`src/rtl/mux8_rr_collector.sv`:
```
// Eight-lane round-robin collector: merges valid lanes onto one registered,
// lane-tagged output stream with a skid-free 1 beat/cycle handshake.
module mux8_rr_collector #(
  parameter int WIDTH = 8
) (
  input  logic               clk,
  input  logic               rst_n,
  input  logic [8*WIDTH-1:0] in_data,
  input  logic [7:0]         in_valid,
  output logic [7:0]         in_ready,
  output logic [WIDTH-1:0]   out_data,
  output logic [2:0]         out_sel,
  output logic               out_valid,
  input  logic               out_ready,
  output logic [15:0]        beat_count
);

  logic [WIDTH-1:0] r_data_p1;
  logic [2:0]       r_sel_p1;
  logic             r_vld_p1;
  logic [15:0]      r_cnt;
  logic [2:0]       r_ptr;

  logic [2:0]       w_grant;
  logic             w_load;

  // Search starts at the pointer so the lane after the last winner has priority.
  function automatic logic [2:0] rr_search(input logic [7:0] valid,
                                           input logic [2:0] ptr);
    logic [2:0] idx;
    logic       found;
    rr_search = ptr;
    found     = 1'b0;
    for (int k = 0; k < 8; k++) begin
      idx = ptr + 3'(k);
      if (!found && valid[idx]) begin
        found     = 1'b1;
        rr_search = idx;
      end
    end
  endfunction

  always_comb begin
    w_grant  = rr_search(in_valid, r_ptr);
    w_load   = rst_n && (!r_vld_p1 || out_ready) && (in_valid != 8'h00);
    in_ready = w_load ? (8'h01 << w_grant) : 8'h00;
  end

  // Stage p1: output register, loaded from the granted lane.
  always_ff @(posedge clk) begin
    if (!rst_n) begin
      r_data_p1 <= '0;
      r_sel_p1  <= 3'd0;
      r_vld_p1  <= 1'b0;
      r_ptr     <= 3'd0;
      r_cnt     <= 16'h0000;
    end else if (w_load) begin
      r_data_p1 <= in_data[w_grant*WIDTH +: WIDTH];
      r_sel_p1  <= w_grant;
      r_vld_p1  <= 1'b1;
      r_ptr     <= w_grant + 3'd1;
      r_cnt     <= r_cnt + 16'h0001;
    end else if (out_ready) begin
      r_vld_p1  <= 1'b0;
    end
  end

  assign out_data   = r_data_p1;
  assign out_sel    = r_sel_p1;
  assign out_valid  = r_vld_p1;
  assign beat_count = r_cnt;

endmodule

```
`config.mk`:
```
export PLATFORM = sky130hd
export DESIGN_NAME = mux8_rr_collector
export DESIGN_NICKNAME = d
export VERILOG_FILES = /design/src/rtl/mux8_rr_collector.sv
export SDC_FILE = /design/constraint.sdc
export NUM_CORES = 1
export LEC_CHECK = 0
export CORE_MARGIN = 1.5
export CORE_UTILIZATION = 46
export CTS_BUF_LIST = sky130_fd_sc_hd__clkbuf_8
export CTS_CLUSTER_SIZE = 8
export DETAILED_ROUTE_END_ITERATION = 10
export PLACE_DENSITY = 0.83
export SLEW_MARGIN = 20
export SYNTH_ARGS = -nofsm -noshare
export SYNTH_HDL_FRONTEND = slang
export SYNTH_SLANG_ARGS = --single-unit
```
`constraint.sdc`:
```
create_clock -name clk -period 5.9 [get_ports clk]
set_input_delay 0.885 -clock clk [delete_from_list [all_inputs] [get_ports clk]]
set_output_delay 0.885 -clock clk [all_outputs]
set_load 0.05 [all_outputs]
```
==> results.ini, run 1 <==
[yosys]
seq_area_frac_synth_pct = 21.0
syn-cell-area_um2 = 2960
yosys.area.top_type_share_pct = 21.0
ys_ff_latch = 31
synth_edf_count = 0
synthDistinctLibCells = 63
yosys_warnings = 0
yosysTopAreaCell = dfxtp_1
syn-mean-instance-area_um2 = 8.58
yosys.cell_count.top_type = nand2_1
async_reset_ff_share_pct = 0
ys_top_cells_by_area = dfxtp_1 (21%), mux2i_1 (10%), mux4_2 (8.4%), nand2_1 (6.3%), xor2_1 (4.1%)
synth_nets = 424
synth_flop_cell = dfxtp_1
ys_top_cells_by_count = nand2_1 (50), dfxtp_1 (31), mux2i_1 (31), nor2_1 (31)
postSynthCellCount = 345

[grt]
grt_overflow = 0
grt_pass1_wl_um = 14500
grt_busiest_layer = met2
use_met3_pct = 5.37
grt_max_degree = 27
grt_util_met2_pct = 42.9
antenna_found_initial = 0
grt_pass1_vias = 3071
grt_usage_pct = 25.6
grtUsageMet1_pct = 31.3

[pwr]
p_int_mw = 1.22
power.total_mw = 2.60
p_sw_share_pct = 53.1
switchingPower_mw = 1.38
p_comb_share_pct = 82.4
p_leak_nw = 1.66
p_per_area_nw_per_um2 = 618
power_frac_seq_pct = 11.3
vdd_drop_max_mv = 0.321
p_clk_share_pct = 6.3

[setup_path]
max_stage_delay_ns = 0.68
crit_cells = 13
critical-path-top-delay-family = simple AND/OR/NAND/NOR gates
slowest_stage = ha_1
cp.arrival_ns = 4.58
critPathCaptureType = output port
cp_max_fo = 13
r2r_cells = 13
cp_cell_sequence = clkinv_1 -> buf_4 -> ha_1 -> mux2_2 -> mux4_2 -> nor2_4 -> o21ai_2 -> a211oi_1 -> o32a_4 -> or2_1 -> nand2_1 -> nor3_1 -> buf_12
crit_type = reg2out
crit_buf_inv = 3
cp.required_ns = 5.02
cp-start-kind = flop

[clock_network]
cts_buffers = 5
clock_path_buffers = 2
clk_transition_reported_paths_ns = 0.07
htree_levels = 2
ctsHoldBuffers = 0
clock_latency_ns = 0.29
cts-root-buf = clkbuf_8
clock-sinks = 31
post_cts_resized = 0
cts_tree = done
post_cts_buffers = 0

[placed_design]
dp_slack_ns = 0.679
port_buffers = 110
hpwl_um = 6830
routabilityCongestion = 0.956

[worst_hold_path]
holdCritPathClass = reg2reg
hold_path_depth = 2

[floorplanning]
dieArea_um2 = 6920
coreArea_um2 = 6280
die_width_um = 83.2
io_pins = 111
start_util_pct = 47.1
die_y_um = 83.2
fp-row-count = 29

[timing]
slew_headroom_pct = 47.2
rsz0062_at_grt = no
hold_violations = 0
layout_setup_ws_ns = 0.431
drv_slew = 0
fin_crit_sh_pct = 92.7
tightest_slew_ns = 0.785
fin_setup_tns_ns = 0
layout_min_cycle_time_ns = 5.47
fin_worst_skew_ns = 0.00765
setup_viol = 0
max_freq_ghz = 0.183

[final_layout]
post-route-util_pct = 67.0
antennaDiodeCount = 0
syn_to_final_growth_pct = 42.2
final_nets = 528
drive_above_1_share_pct = 12.7
fill_cells = 520

[route]
drt-total-wl_um = 8870
wl_per_cell_um = 16.8
first_pass_iters = 5
drt_iter0_markers = 253
vias_per_cell = 6.08
vias = 3206
drc = 0
ant_nets = 0

[run_status]
status = complete, no violations

[flow_run]
maxCapViolations = 0

==> tightest hold or removal path: stages, from the launching register on <==
cell and delay [ns]:
dfxtp_1 0.31, nand2_1 0.05, nand2_1 0.04
==> power groups by stage <==
stage          logic [mW]  clock network (mW)  registers, mW
4_1_cts              2.11               0.166          0.293
2_1_floorplan        1.57                   0          0.401
3_5_place_dp         2.11                   0          0.297
6_report             2.14               0.163          0.293
5_1_grt              2.28               0.173          0.300
3_3_place_gp         2.08                   0          0.297
==> path summary, 6_finish.rpt <==
check / start / end / slack [ns]
hold reg to reg: out_sel[2] / out_sel[2] / 0.44
setup reg to reg: r_ptr[0] / out_data[1] / 1.05
hold / removal: out_sel[2] / out_sel[2] / 0.44
setup / recovery: r_ptr[0] / in_ready[1] / 0.43
==> placed cells by master, fill, tap and decap left out, types with 4 or more instances in the layout <==
cell type / instances
clkbuf_8: 5
a21oi_1: 8
nand2b_1: 4
nand4_1: 4
o21ai_0: 6
clkdlybuf4s50_1: 102
ha_1: 4
mux4_2: 11
buf_4: 10
nand2_1: 50
mux2i_1: 31
a221o_1: 8
and3_1: 5
a31oi_1: 5
nor3_1: 5
nand3_1: 11
nor2_1: 31
a2111oi_1: 8
xnor2_1: 4
buf_12: 5
inv_1: 14
a311oi_1: 8
dfxtp_1: 31
xor2_1: 14
a2111oi_0: 8
==> metal layers <==
layer  part of all wire [%]  vias to the layer above  wire, µm
li1                       -                     1522         -
met1                     40                     1455      3570
met2                     48                      200      4220
met3                    8.4                       29       743
met4                    3.9                        0       342
met5                      0                        -         0
==> cell families (layout without fill, tap and decap cells) <==
| kind of cell | count (synthesis) | after routing | synth area share, % |
|---|---|---|---|
| XOR/XNOR | 19 | 19 | 5.88 |
| multiplexers | 47 | 47 | 21.3 |
| buffers and inverters | 36 | 141 | 6.55 |
| adder cells (fa/ha/maj) | 4 | 4 | 1.69 |
| AO/OA/AOI/OAI | 80 | 80 | 23.4 |
| flip-flops | 31 | 31 | 21.0 |
| AND/OR/NAND/NOR | 128 | 128 | 20.3 |
==> flip-flops by register name (all words and copies together) (netlist names) <==
signal,flops
out_data,8
out_valid,1
out_sel,3
beat_count,16
r_ptr,3
==> area by class of cell <==
class                   count  area (µm²)  area share [%]
well taps                  77        96.3            2.29
multi-input cells         278        2150            51.1
inverters                  16        60.1            1.43
flip-flops and latches     31         621            14.7
clock buffers               5        68.8            1.64
repair buffers            117        1200            28.4
clock inverters             3        15.0           0.357
==> metrics by stage <==
stage | hold slack (ns) | instance area, µm² | std cells
6_report | 0.442 | 4210 | 527
5_1_grt | 0.478 | 4210 | 527
4_1_cts | 0.445 | 4210 | 527
3_5_place_dp | 0.434 | 4120 | 519
3_3_place_gp | 0.431 | 4120 | 519
2_1_floorplan | 0.660 | 2970 | 345
No activity file was read; power rests on OpenSTA's default activity.
==> run 2, diff against run 1 <==
- GPL_ROUTABILITY_DRIVEN: not set -> 0
- SLEW_MARGIN: 20 -> not set
- TNS_END_PERCENT: not set -> 20
==> results.ini, run 2 (synthesis results as in run 1) <==
[floorplanning]
coreArea_um2 = 6280
start_util_pct = 47.1
die_y_um = 83.2
io_pins = 111
die_width_um = 83.2
dieArea_um2 = 6920
fp-row-count = 29

[timing]
max_freq_ghz = 0.178
hold_violations = 0
tightest_slew_ns = 0.675
rsz0062_at_grt = no
setup_viol = 0
fin_crit_sh_pct = 95.2
fin_setup_tns_ns = 0
fin_worst_skew_ns = 0.00578
layout_min_cycle_time_ns = 5.62
slew_headroom_pct = 54.8
drv_slew = 0

[route]
drc = 0
wl_per_cell_um = 17.1
drt-total-wl_um = 9010
first_pass_iters = 4
ant_nets = 0
vias_per_cell = 6.12
drt_iter0_markers = 259
vias = 3227

[worst_hold_path]
hold_path_depth = 2
holdCritPathClass = reg2reg
min_from = out_sel[2]
holdPathEnd = out_sel[2]

[clock_network]
post_cts_buffers = 0
clock_latency_ns = 0.29
ctsHoldBuffers = 0
htree_levels = 2
post_cts_resized = 0
cts_tree = done
cts-root-buf = clkbuf_8
cts_buffers = 5
clock-sinks = 31
clock_path_buffers = 2
clk_transition_reported_paths_ns = 0.06

[pwr]
p_leak_nw = 1.67
vdd_drop_max_mv = 0.502
p_per_area_nw_per_um2 = 623
power.total_mw = 2.64

[flow_run]
maxCapViolations = 0

[setup_path]
cp_cell_sequence = clkinv_1 -> ha_1 -> buf_4 -> mux2i_1 -> mux2i_1 -> o221ai_1 -> nand3b_1 -> a211oi_1 -> o32a_4 -> or2_1 -> nand2_1 -> nor3_1 -> buf_12
crit_buf_inv = 3
reg2reg_to = out_data[4]
r2r-start = r_ptr[0]
slowest_stage = ha_1
r2r_slack_ns = 0.99
crit_type = reg2out
cp.required_ns = 5.02
cp_common_cell = mux2i_1
cp-start-kind = flop
r2r_cells = 13
critical-path-top-delay-family = compound AO/OA/AOI/OAI gates
max_stage_delay_ns = 0.60
critPathCaptureType = output port
cp.arrival_ns = 4.73
cp_max_fo = 12

[placed_design]
dp.cells = 519
port_buffers = 110
hpwl_um = 6840

[run_status]
status = complete, no violations

[final_layout]
final_common_cell = clkdlybuf4s50_1
fin_cells = 527
drive_above_1_share_pct = 12.7
syn_to_final_growth_pct = 43.3
final_nets = 528
largest_reg_flops = 16
antennaDiodeCount = 0
layout_common_cells = clkdlybuf4s50_1 (102), nand2_1 (50), mux2i_1 (31), nor2_1 (31), dfxtp_1 (31)

[grt]
grt_usage_pct = 25.8
grt_pass1_wl_um = 14700
grt_overflow = 0
grt_max_degree = 27
grt_pass1_vias = 3076
antenna_found_initial = 0

==> run 2: final cells by class <==
| class | instances | area, µm² |
|---|---|---|
| sequential | 31 | 621 |
| inverter | 16 | 60.1 |
| timing repair buffer | 117 | 1200 |
| clock buffer | 6 | 82.6 |
| clock inverter | 2 | 35.0 |
| tap | 77 | 96.3 |
| multi-input combinational | 278 | 2150 |
| fill | 495 | 2040 |
==> run 2: power by group <==
part           switching (mW)  leakage [nW]  internal, mW
logic                    1.26          1.36         0.882
registers              0.0230         0.254         0.257
clock network          0.0823        0.0612         0.137
==> run 2: tightest hold or removal path, cell delays in order, from the launching register on <==
cell and delay [ns]:
dfxtp_1 0.31, nand2_1 0.05, nand2_1 0.04
==> run 2: through the flow <==
step	area, µm²	util [%]	setup WS (ns)	hold slack, ns
6_report	4240	67.6	0.280	0.453
5_1_grt	4240	67.6	0.0126	0.463
4_1_cts	4240	67.6	0.356	0.450
3_5_place_dp	4120	65.7	0.611	0.442
3_3_place_gp	4120	65.7	0.758	0.432
2_1_floorplan	2970	-	0.373	0.660
==> run 2: per-layer routing <==
layer	track usage (%)	share of wire, %	vias up
met4	8.79	3.0	0
li1	-	-	1524
met3	7.26	8.9	33
met1	31.1	38	1479
met5	0	0	-
met2	44.1	50	191
==> run 2: worst max-delay path by stage <==
stage	start	slack, ns	end	cells after the start
global route	r_ptr[0]	0.01	in_ready[1]	13
CTS	r_ptr[0]	0.36	in_ready[1]	13
floorplan	r_ptr[0]	0.37	in_ready[1]	15
global placement	r_ptr[0]	0.76	in_ready[1]	13
detailed placement	in_valid[5]	0.61	in_ready[1]	11
finish	r_ptr[0]	0.28	in_ready[1]	13
==> run 3, diff against run 2 <==
- ABC_AREA: not set -> 0
- HOLD_SLACK_MARGIN: not set -> 0.03
==> results of run 3 <==
Final layout, timing and power as in run 2 (identical DEF).
